`config.mk`:
```
export PLATFORM = sky130hd
export DESIGN_NAME = cmsdk_ahb_bm_input_hold_flat
export DESIGN_NICKNAME = d
export VERILOG_FILES = /design/src/rtl/cmsdk_ahb_bm_pkg.sv /design/src/rtl/cmsdk_ahb_bm_input_hold_if.sv /design/src/rtl/cmsdk_ahb_bm_input_hold.sv /design/src/flat_wrapper.sv
export SDC_FILE = /design/constraint.sdc
export NUM_CORES = 1
export LEC_CHECK = 0
export CAP_MARGIN = 25
export CORE_MARGIN = 2
export CORE_UTILIZATION = 45
export DETAILED_ROUTE_END_ITERATION = 6
export MAX_ROUTING_LAYER = met4
export PLACE_DENSITY = 0.84
export SLEW_MARGIN = 20
export SYNTH_ARGS = -nofsm -noshare
export SYNTH_HDL_FRONTEND = slang
export SYNTH_SLANG_ARGS = --single-unit
```
`constraint.sdc`:
```
create_clock -name HCLK -period 3.43 [get_ports HCLK]
set_input_delay 0.686 -clock HCLK [delete_from_list [all_inputs] [get_ports HCLK]]
set_output_delay 0.686 -clock HCLK [all_outputs]
set_load 0.01 [all_outputs]
```
`src/rtl/cmsdk_ahb_bm_pkg.sv`:
```
// Shared AHB bus-matrix encodings and the address-phase record used by the
// per-master input stages.
package cmsdk_ahb_bm_pkg;

  typedef enum logic [1:0] {
    TRN_IDLE   = 2'b00,
    TRN_BUSY   = 2'b01,
    TRN_NONSEQ = 2'b10,
    TRN_SEQ    = 2'b11
  } htrans_t;

  typedef enum logic [2:0] {
    BUR_SINGLE = 3'b000,
    BUR_INCR   = 3'b001,
    BUR_WRAP4  = 3'b010,
    BUR_INCR4  = 3'b011,
    BUR_WRAP8  = 3'b100,
    BUR_INCR8  = 3'b101,
    BUR_WRAP16 = 3'b110,
    BUR_INCR16 = 3'b111
  } hburst_t;

  typedef enum logic [1:0] {
    RSP_OKAY  = 2'b00,
    RSP_ERROR = 2'b01,
    RSP_RETRY = 2'b10,
    RSP_SPLIT = 2'b11
  } hresp_t;

  // Address-phase control fields; the address is added per instance so it
  // can follow ADDR_WIDTH.
  typedef struct packed {
    logic [1:0] trans;
    logic       write;
    logic [2:0] size;
    logic [2:0] burst;
    logic [3:0] prot;
    logic       lock;
  } aph_ctrl_t;

  // Bit 1 = transfer pending in the hold register, bit 0 = data phase open.
  typedef enum logic [1:0] {
    ST_IDLE = 2'b00,
    ST_DATA = 2'b01,
    ST_PEND = 2'b10
  } hold_state_t;

endpackage

```
`src/rtl/cmsdk_ahb_bm_input_hold_if.sv`:
```
// Signal bundle between one AHB master port, its input stage and the
// output-port arbiters of the bus matrix.
interface cmsdk_ahb_bm_input_hold_if #(
  parameter int ADDR_WIDTH = 32
);
  logic                  HSELS;
  logic [ADDR_WIDTH-1:0] HADDRS;
  logic [1:0]            HTRANSS;
  logic                  HWRITES;
  logic [2:0]            HSIZES;
  logic [2:0]            HBURSTS;
  logic [3:0]            HPROTS;
  logic                  HMASTLOCKS;
  logic                  HREADYS;
  logic                  addr_accept;
  logic                  data_ready;
  logic [1:0]            data_resp;

  logic                  req_out;
  logic                  sel_out;
  logic [ADDR_WIDTH-1:0] addr_out;
  logic [1:0]            trans_out;
  logic                  write_out;
  logic [2:0]            size_out;
  logic [2:0]            burst_out;
  logic [3:0]            prot_out;
  logic                  lock_out;
  logic                  HREADYOUTS;
  logic [1:0]            HRESPS;

  modport slave (
    input  HSELS, HADDRS, HTRANSS, HWRITES, HSIZES, HBURSTS, HPROTS,
           HMASTLOCKS, HREADYS, addr_accept, data_ready, data_resp,
    output req_out, sel_out, addr_out, trans_out, write_out, size_out,
           burst_out, prot_out, lock_out, HREADYOUTS, HRESPS
  );

  modport master (
    output HSELS, HADDRS, HTRANSS, HWRITES, HSIZES, HBURSTS, HPROTS,
           HMASTLOCKS, HREADYS, addr_accept, data_ready, data_resp,
    input  req_out, sel_out, addr_out, trans_out, write_out, size_out,
           burst_out, prot_out, lock_out, HREADYOUTS, HRESPS
  );
endinterface

```
`src/rtl/cmsdk_ahb_bm_input_hold.sv`:
```
// Bus-matrix input stage: holds a blocked address phase, replays it to the
// arbiter until granted, and stalls the master until it completes.
module cmsdk_ahb_bm_input_hold
  import cmsdk_ahb_bm_pkg::*;
#(
  parameter int ADDR_WIDTH = 32
) (
  input  logic                          HCLK,
  input  logic                          HRESETn,
  cmsdk_ahb_bm_input_hold_if.slave      bus
);

  typedef struct packed {
    logic [ADDR_WIDTH-1:0] addr;
    aph_ctrl_t             ctrl;
  } aphase_t;

  hold_state_t state_q, state_d;
  aphase_t     hold_q, hold_d;
  aphase_t     live, fwd;
  logic        fwd_sel, fwd_req;
  logic        pend, live_valid, capture, accept_xfer;

  assign pend        = (state_q == ST_PEND);
  assign live_valid  = bus.HSELS & bus.HTRANSS[1] & bus.HREADYS;
  assign capture     = live_valid & ~bus.addr_accept & ~pend;
  assign accept_xfer = fwd_req & bus.addr_accept & bus.data_ready & fwd.ctrl.trans[1];

  always_comb begin
    live.addr       = bus.HADDRS;
    live.ctrl.trans = bus.HTRANSS;
    live.ctrl.write = bus.HWRITES;
    live.ctrl.size  = bus.HSIZES;
    live.ctrl.burst = bus.HBURSTS;
    live.ctrl.prot  = bus.HPROTS;
    live.ctrl.lock  = bus.HMASTLOCKS;
  end

  // Hold register and forwarding mux
  always_comb begin
    hold_d = capture ? live : hold_q;
  end

  always_ff @(posedge HCLK or negedge HRESETn) begin
    if (!HRESETn) hold_q <= '0;
    else          hold_q <= hold_d;
  end

  always_comb begin
    fwd     = live;
    fwd_sel = 1'b0;
    if (pend) begin
      fwd     = hold_q;
      fwd_sel = 1'b1;
    end else if (bus.HSELS && bus.HREADYS) begin
      fwd_sel = 1'b1;
    end else begin
      fwd.ctrl.trans = TRN_IDLE;
    end
    // A locked IDLE still requests so the lock reaches the arbiter.
    fwd_req = fwd_sel & (fwd.ctrl.trans[1] | fwd.ctrl.lock);
  end

  assign bus.req_out   = fwd_req;
  assign bus.sel_out   = fwd_sel;
  assign bus.addr_out  = fwd.addr;
  assign bus.trans_out = fwd.ctrl.trans;
  assign bus.write_out = fwd.ctrl.write;
  assign bus.size_out  = fwd.ctrl.size;
  assign bus.burst_out = fwd.ctrl.burst;
  assign bus.prot_out  = fwd.ctrl.prot;
  assign bus.lock_out  = fwd.ctrl.lock;

  // Transfer state machine
  always_ff @(posedge HCLK or negedge HRESETn) begin
    if (!HRESETn) state_q <= ST_IDLE;
    else          state_q <= state_d;
  end

  always_comb begin
    state_d = state_q;
    unique case (state_q)
      ST_IDLE: begin
        if (accept_xfer)  state_d = ST_DATA;
        else if (capture) state_d = ST_PEND;
      end
      ST_PEND: begin
        if (bus.addr_accept && bus.data_ready) state_d = ST_DATA;
      end
      ST_DATA: begin
        // Back-to-back accept keeps the data phase open.
        if (accept_xfer)         state_d = ST_DATA;
        else if (bus.data_ready) state_d = capture ? ST_PEND : ST_IDLE;
      end
      default: state_d = ST_IDLE;
    endcase
  end

  always_comb begin
    bus.HREADYOUTS = 1'b1;
    bus.HRESPS     = RSP_OKAY;
    unique case (state_q)
      ST_DATA: begin
        bus.HREADYOUTS = bus.data_ready;
        bus.HRESPS     = bus.data_resp;
      end
      ST_PEND: bus.HREADYOUTS = 1'b0;
      default: ;
    endcase
  end

endmodule

```
`src/flat_wrapper.sv`:
```
// flat-port wrapper written by rule: the top's interface ports become plain ports
module cmsdk_ahb_bm_input_hold_flat import cmsdk_ahb_bm_pkg::*;
#(
  parameter int ADDR_WIDTH = 32
)
  (HCLK, HRESETn, bus_HSELS, bus_HADDRS, bus_HTRANSS, bus_HWRITES, bus_HSIZES, bus_HBURSTS, bus_HPROTS, bus_HMASTLOCKS, bus_HREADYS, bus_addr_accept, bus_data_ready, bus_data_resp, bus_req_out, bus_sel_out, bus_addr_out, bus_trans_out, bus_write_out, bus_size_out, bus_burst_out, bus_prot_out, bus_lock_out, bus_HREADYOUTS, bus_HRESPS);
  cmsdk_ahb_bm_input_hold_if #(.ADDR_WIDTH(ADDR_WIDTH)) bus_i ();
  input  logic HCLK;
  input  logic HRESETn;
  input wire logic [$bits(bus_i.HSELS)-1:0] bus_HSELS;
  input wire logic [$bits(bus_i.HADDRS)-1:0] bus_HADDRS;
  input wire logic [$bits(bus_i.HTRANSS)-1:0] bus_HTRANSS;
  input wire logic [$bits(bus_i.HWRITES)-1:0] bus_HWRITES;
  input wire logic [$bits(bus_i.HSIZES)-1:0] bus_HSIZES;
  input wire logic [$bits(bus_i.HBURSTS)-1:0] bus_HBURSTS;
  input wire logic [$bits(bus_i.HPROTS)-1:0] bus_HPROTS;
  input wire logic [$bits(bus_i.HMASTLOCKS)-1:0] bus_HMASTLOCKS;
  input wire logic [$bits(bus_i.HREADYS)-1:0] bus_HREADYS;
  input wire logic [$bits(bus_i.addr_accept)-1:0] bus_addr_accept;
  input wire logic [$bits(bus_i.data_ready)-1:0] bus_data_ready;
  input wire logic [$bits(bus_i.data_resp)-1:0] bus_data_resp;
  output wire logic [$bits(bus_i.req_out)-1:0] bus_req_out;
  output wire logic [$bits(bus_i.sel_out)-1:0] bus_sel_out;
  output wire logic [$bits(bus_i.addr_out)-1:0] bus_addr_out;
  output wire logic [$bits(bus_i.trans_out)-1:0] bus_trans_out;
  output wire logic [$bits(bus_i.write_out)-1:0] bus_write_out;
  output wire logic [$bits(bus_i.size_out)-1:0] bus_size_out;
  output wire logic [$bits(bus_i.burst_out)-1:0] bus_burst_out;
  output wire logic [$bits(bus_i.prot_out)-1:0] bus_prot_out;
  output wire logic [$bits(bus_i.lock_out)-1:0] bus_lock_out;
  output wire logic [$bits(bus_i.HREADYOUTS)-1:0] bus_HREADYOUTS;
  output wire logic [$bits(bus_i.HRESPS)-1:0] bus_HRESPS;
  assign bus_i.HSELS = bus_HSELS;
  assign bus_i.HADDRS = bus_HADDRS;
  assign bus_i.HTRANSS = bus_HTRANSS;
  assign bus_i.HWRITES = bus_HWRITES;
  assign bus_i.HSIZES = bus_HSIZES;
  assign bus_i.HBURSTS = bus_HBURSTS;
  assign bus_i.HPROTS = bus_HPROTS;
  assign bus_i.HMASTLOCKS = bus_HMASTLOCKS;
  assign bus_i.HREADYS = bus_HREADYS;
  assign bus_i.addr_accept = bus_addr_accept;
  assign bus_i.data_ready = bus_data_ready;
  assign bus_i.data_resp = bus_data_resp;
  assign bus_req_out = bus_i.req_out;
  assign bus_sel_out = bus_i.sel_out;
  assign bus_addr_out = bus_i.addr_out;
  assign bus_trans_out = bus_i.trans_out;
  assign bus_write_out = bus_i.write_out;
  assign bus_size_out = bus_i.size_out;
  assign bus_burst_out = bus_i.burst_out;
  assign bus_prot_out = bus_i.prot_out;
  assign bus_lock_out = bus_i.lock_out;
  assign bus_HREADYOUTS = bus_i.HREADYOUTS;
  assign bus_HRESPS = bus_i.HRESPS;
  cmsdk_ahb_bm_input_hold #(.ADDR_WIDTH(ADDR_WIDTH)) u_core (.HCLK(HCLK), .HRESETn(HRESETn), .bus(bus_i));
endmodule
```
==> results_tabular.tex <==
\begin{tabular}{lr}
\hline
Metric & Value \\
\hline
\multicolumn{2}{l}{\textbf{Run status}} \\
Run status & completed \\
\multicolumn{2}{l}{\textbf{Worst setup path}} \\
Critical Path End Type & primary output \\
Type of the worst setup path & input pin to primary output \\
Max Fanout on Critical Path & 6 \\
Sort of element at the start of the critical path & input pin \\
WP data arrival & 2190 ps \\
Data required time of the worst path & 2740 ps \\
\multicolumn{2}{l}{\textbf{STA}} \\
Remaining max-slew budget at the tightest pin & 0.662 \\
Post-route clock period utilization & 0.840 \\
Slew at the pin with the worst max-slew slack & 506 ps \\
Post-Route Skew & 2.28 ps \\
Maximum clock frequency & 0.347 GHz \\
Hold violation total from the final report & 0 \\
Final setup violation count & 0 \\
Setup repair after global routing missed its margin & no \\
Total Neg Setup Slack & 0 ps \\
Final min period & 2880 ps \\
Final-report max-slew violation count & 0 \\
\multicolumn{2}{l}{\textbf{Global route}} \\
Initial antenna violation count & 0 \\
Vias in the first global route & 1865 \\
Total overflow reported by the global router & 0 \\
Global-route wire length before repair & 8.72 mm \\
Largest net degree at the start of global routing & 33 \\
Total GRT Usage & 0.188 \\
\multicolumn{2}{l}{\textbf{Power and ir drop}} \\
Total power divided by cell area & 600 mW/mm\^{}2 \\
Peak VDD IR & 437 uV \\
Clock share of power & 0.158 \\
Net switching power & 628 uW \\
Standby leakage power & 0.00147 uW \\
Internal power consumption & 1560 uW \\
Logic gate share of total power & 0.449 \\
Switching portion of total power & 0.286 \\
Fraction of power consumed by sequential logic & 0.394 \\
\multicolumn{2}{l}{\textbf{Detailed routing}} \\
Antenna viol nets, final & 0 \\
Final wirelength & 5.24 mm \\
Via density & 5.03 \\
DRC violation total after the first TritonRoute iteration & 39 \\
DRC errors left & 0 \\
Vias after detailed routing & 1774 \\
Average detailed-routed wire length per instance & 14.8 um \\
Length of the first detailed-routing pass in iterations & 4 \\
\multicolumn{2}{l}{\textbf{Clock tree}} \\
Clock buffer count from CTS & 5 \\
Number of gates resized after CTS & 0 \\
Clock sink count & 48 \\
Buffers inserted during post-CTS setup optimization & 0 \\
TritonCTS clock tree & yes \\
Clock slew seen by the registers of the worst setup and hold paths & 90 ps \\
Clock latency of the later-clocked register in the worst-skew pair & 300 ps \\
CTS hold repair buffers & 0 \\
Clock H-tree levels & 2 \\
Root buf cell & clkbuf\_8 \\
Buffer levels on the longest clock path & 2 \\
\multicolumn{2}{l}{\textbf{Synth}} \\
Post-synthesis average cell area & 13.9 um\^{}2 \\
Number of different library cells in the post-synthesis netlist & 23 \\
Fraction of synthesized area in multiplexers & 0.409 \\
Adder-cell share of the synthesized area & 0 \\
Synthesized instance count & 176 \\
Dominant combinational cell family by area after synthesis & multiplexers \\
YS warnings & 0 \\
Post-synthesis instance area & 0.00245 mm\^{}2 \\
Syn Nets & 230 \\
Share of synthesized area occupied by flip-flops and latches & 0.490 \\
Compound-Gate Fraction of Synth Area & 0.0291 \\
Post-synthesis sequential element count & 48 \\
Area share of xor/xnor cells in the synthesized design & 0 \\
Simple-Gate Fraction of Synth Area & 0.0342 \\
\multicolumn{2}{l}{\textbf{Job}} \\
Max\_cap viols & 0 \\
\multicolumn{2}{l}{\textbf{Cells and area}} \\
Final std cell area, no fill & 0.00366 mm\^{}2 \\
Area Growth Syn to Fin & 49.2\% \\
Final \#Nets & 336 \\
Antenna Diode Count & 0 \\
Area taken by flip-flops and latches & 0.00120 mm\^{}2 \\
Count of filler cells inserted in the layout & 385 \\
Combined area of the multi-input logic cells & 0.00116 mm\^{}2 \\
Share of layout cells above drive strength 1 & 0.357 \\
\multicolumn{2}{l}{\textbf{Place}} \\
Half-perimeter wire length of the detailed placement result & 3.83 mm \\
IO Port Bufs & 104 \\
Global placer's final weighted congestion & 0.714 \\
Cell area after placement & 0.00356 mm\^{}2 \\
\multicolumn{2}{l}{\textbf{Die}} \\
Core Region & 0.00517 mm\^{}2 \\
Overall die width & 77.8 um \\
Die Y & 77.8 um \\
Std-Cell Rows & 26 \\
Initial standard-cell utilization of the core & 0.474 \\
I/O pin total & 105 \\
DIE AREA & 0.00605 mm\^{}2 \\
\multicolumn{2}{l}{\textbf{Worst hold path}} \\
Classification of the worst-slack hold path & input pin to asynchronous set/reset pin \\
\hline
\end{tabular}
[kinds of logic (layout without fill, tap and decap cells)]
group	after synthesis	after routing
AO/OA/AOI/OAI	11	11
buffers and inverters	13	120
flip-flops	48	48
multiplexers	89	89
AND/OR/NAND/NOR	15	15
[metrics by stage]
stage | cells | util | hold WS, ps | power [uW] | setup WS [ps]
after detailed placement | 345 | 0.689 | 473 | 1870 | 545
after global placement | 344 | 0.685 | 462 | 1840 | 584
after global routing | 353 | 0.707 | 378 | 2330 | 453
after floorplan | 176 | - | 390 | 1410 | 1440
after CTS | 353 | 0.707 | 357 | 2220 | 543
final | 353 | 0.707 | 344 | 2190 | 549
[flip-flops by register name, indices dropped and copies added (netlist names)]
signal and count:
u_core.hold_q 46, u_core.state_q 2
[final timing paths]
check	cells after the start	end	from	slack, ps
min reg2reg	1	u_core.hold_q[41]	u_core.hold_q[41]	490
min in group HCLK	1	u_core.hold_q[41]	u_core.hold_q[41]	490
min	1	u_core.hold_q[45]	HRESETn	340
max	4	bus_trans_out[1]	bus_HSELS	550
max reg2reg	5	u_core.hold_q[33]	u_core.state_q[1]	1580
max in group asynchronous	2	u_core.hold_q[22]	HRESETn	2580
[cell usage after synthesis (all sizes together)]
cell type	n	area share
a21o	2	0.0061
a2bb2oi	1	0.0036
a31oi	1	0.0026
buf	9	0.031
clkbuf	1	0.0015
dfrtp	48	0.49
inv	3	0.0046
mux2	89	0.41
nand2	3	0.0046
nand2b	1	0.0026
nand3	2	0.0041
nand4	1	0.0026
nor2	4	0.0061
nor2b	1	0.0026
nor3	1	0.0066
o211ai	1	0.0031
o21ai	4	0.0082
o22ai	1	0.0026
o31ai	1	0.0031
or2	1	0.0026
or3	1	0.0026
[layout by cell type, fill, tap and decap left out, drive strengths merged, types with 3 or more instances in the layout]
cell	Yosys	routed
nor2	4	4
clkdlybuf4s50	0	103
nand2	3	3
dfrtp	48	48
clkbuf	1	6
o21ai	4	4
mux2	89	89
buf	9	6
inv	3	3
[cell type report]
class,instances,share of cell area
multi-input cells,115,0.319
repair buffers,109,0.300
flip-flops and latches,48,0.329
well taps,70,0.0240
clock buffers,6,0.0226
inverters,3,0.00308
clock inverters,2,0.00274
[per-layer routing]
metal,share of wire,GRT usage,up-vias
li1,-,-,851
met1,0.43,0.222,858
met2,0.49,0.312,59
met3,0.069,0.0581,6
met4,0.011,0.0482,0
met5,0,-,-
[power by group through the flow]
stage	Combinational, uW	Clock [uW]	Sequential, uW
finish	984	346	863
detailed placement	993	0	876
global route	1060	381	891
CTS	1000	354	863
floorplan	566	0	842
global placement	975	0	860
[worst max-delay path, cell delays in order]
cell and delay [ps]:
clkdlybuf4s50_1 570, nand3_1 180, o21ai_0 200, clkdlybuf4s50_1 560
No activity file was read; power rests on OpenSTA's default activity.
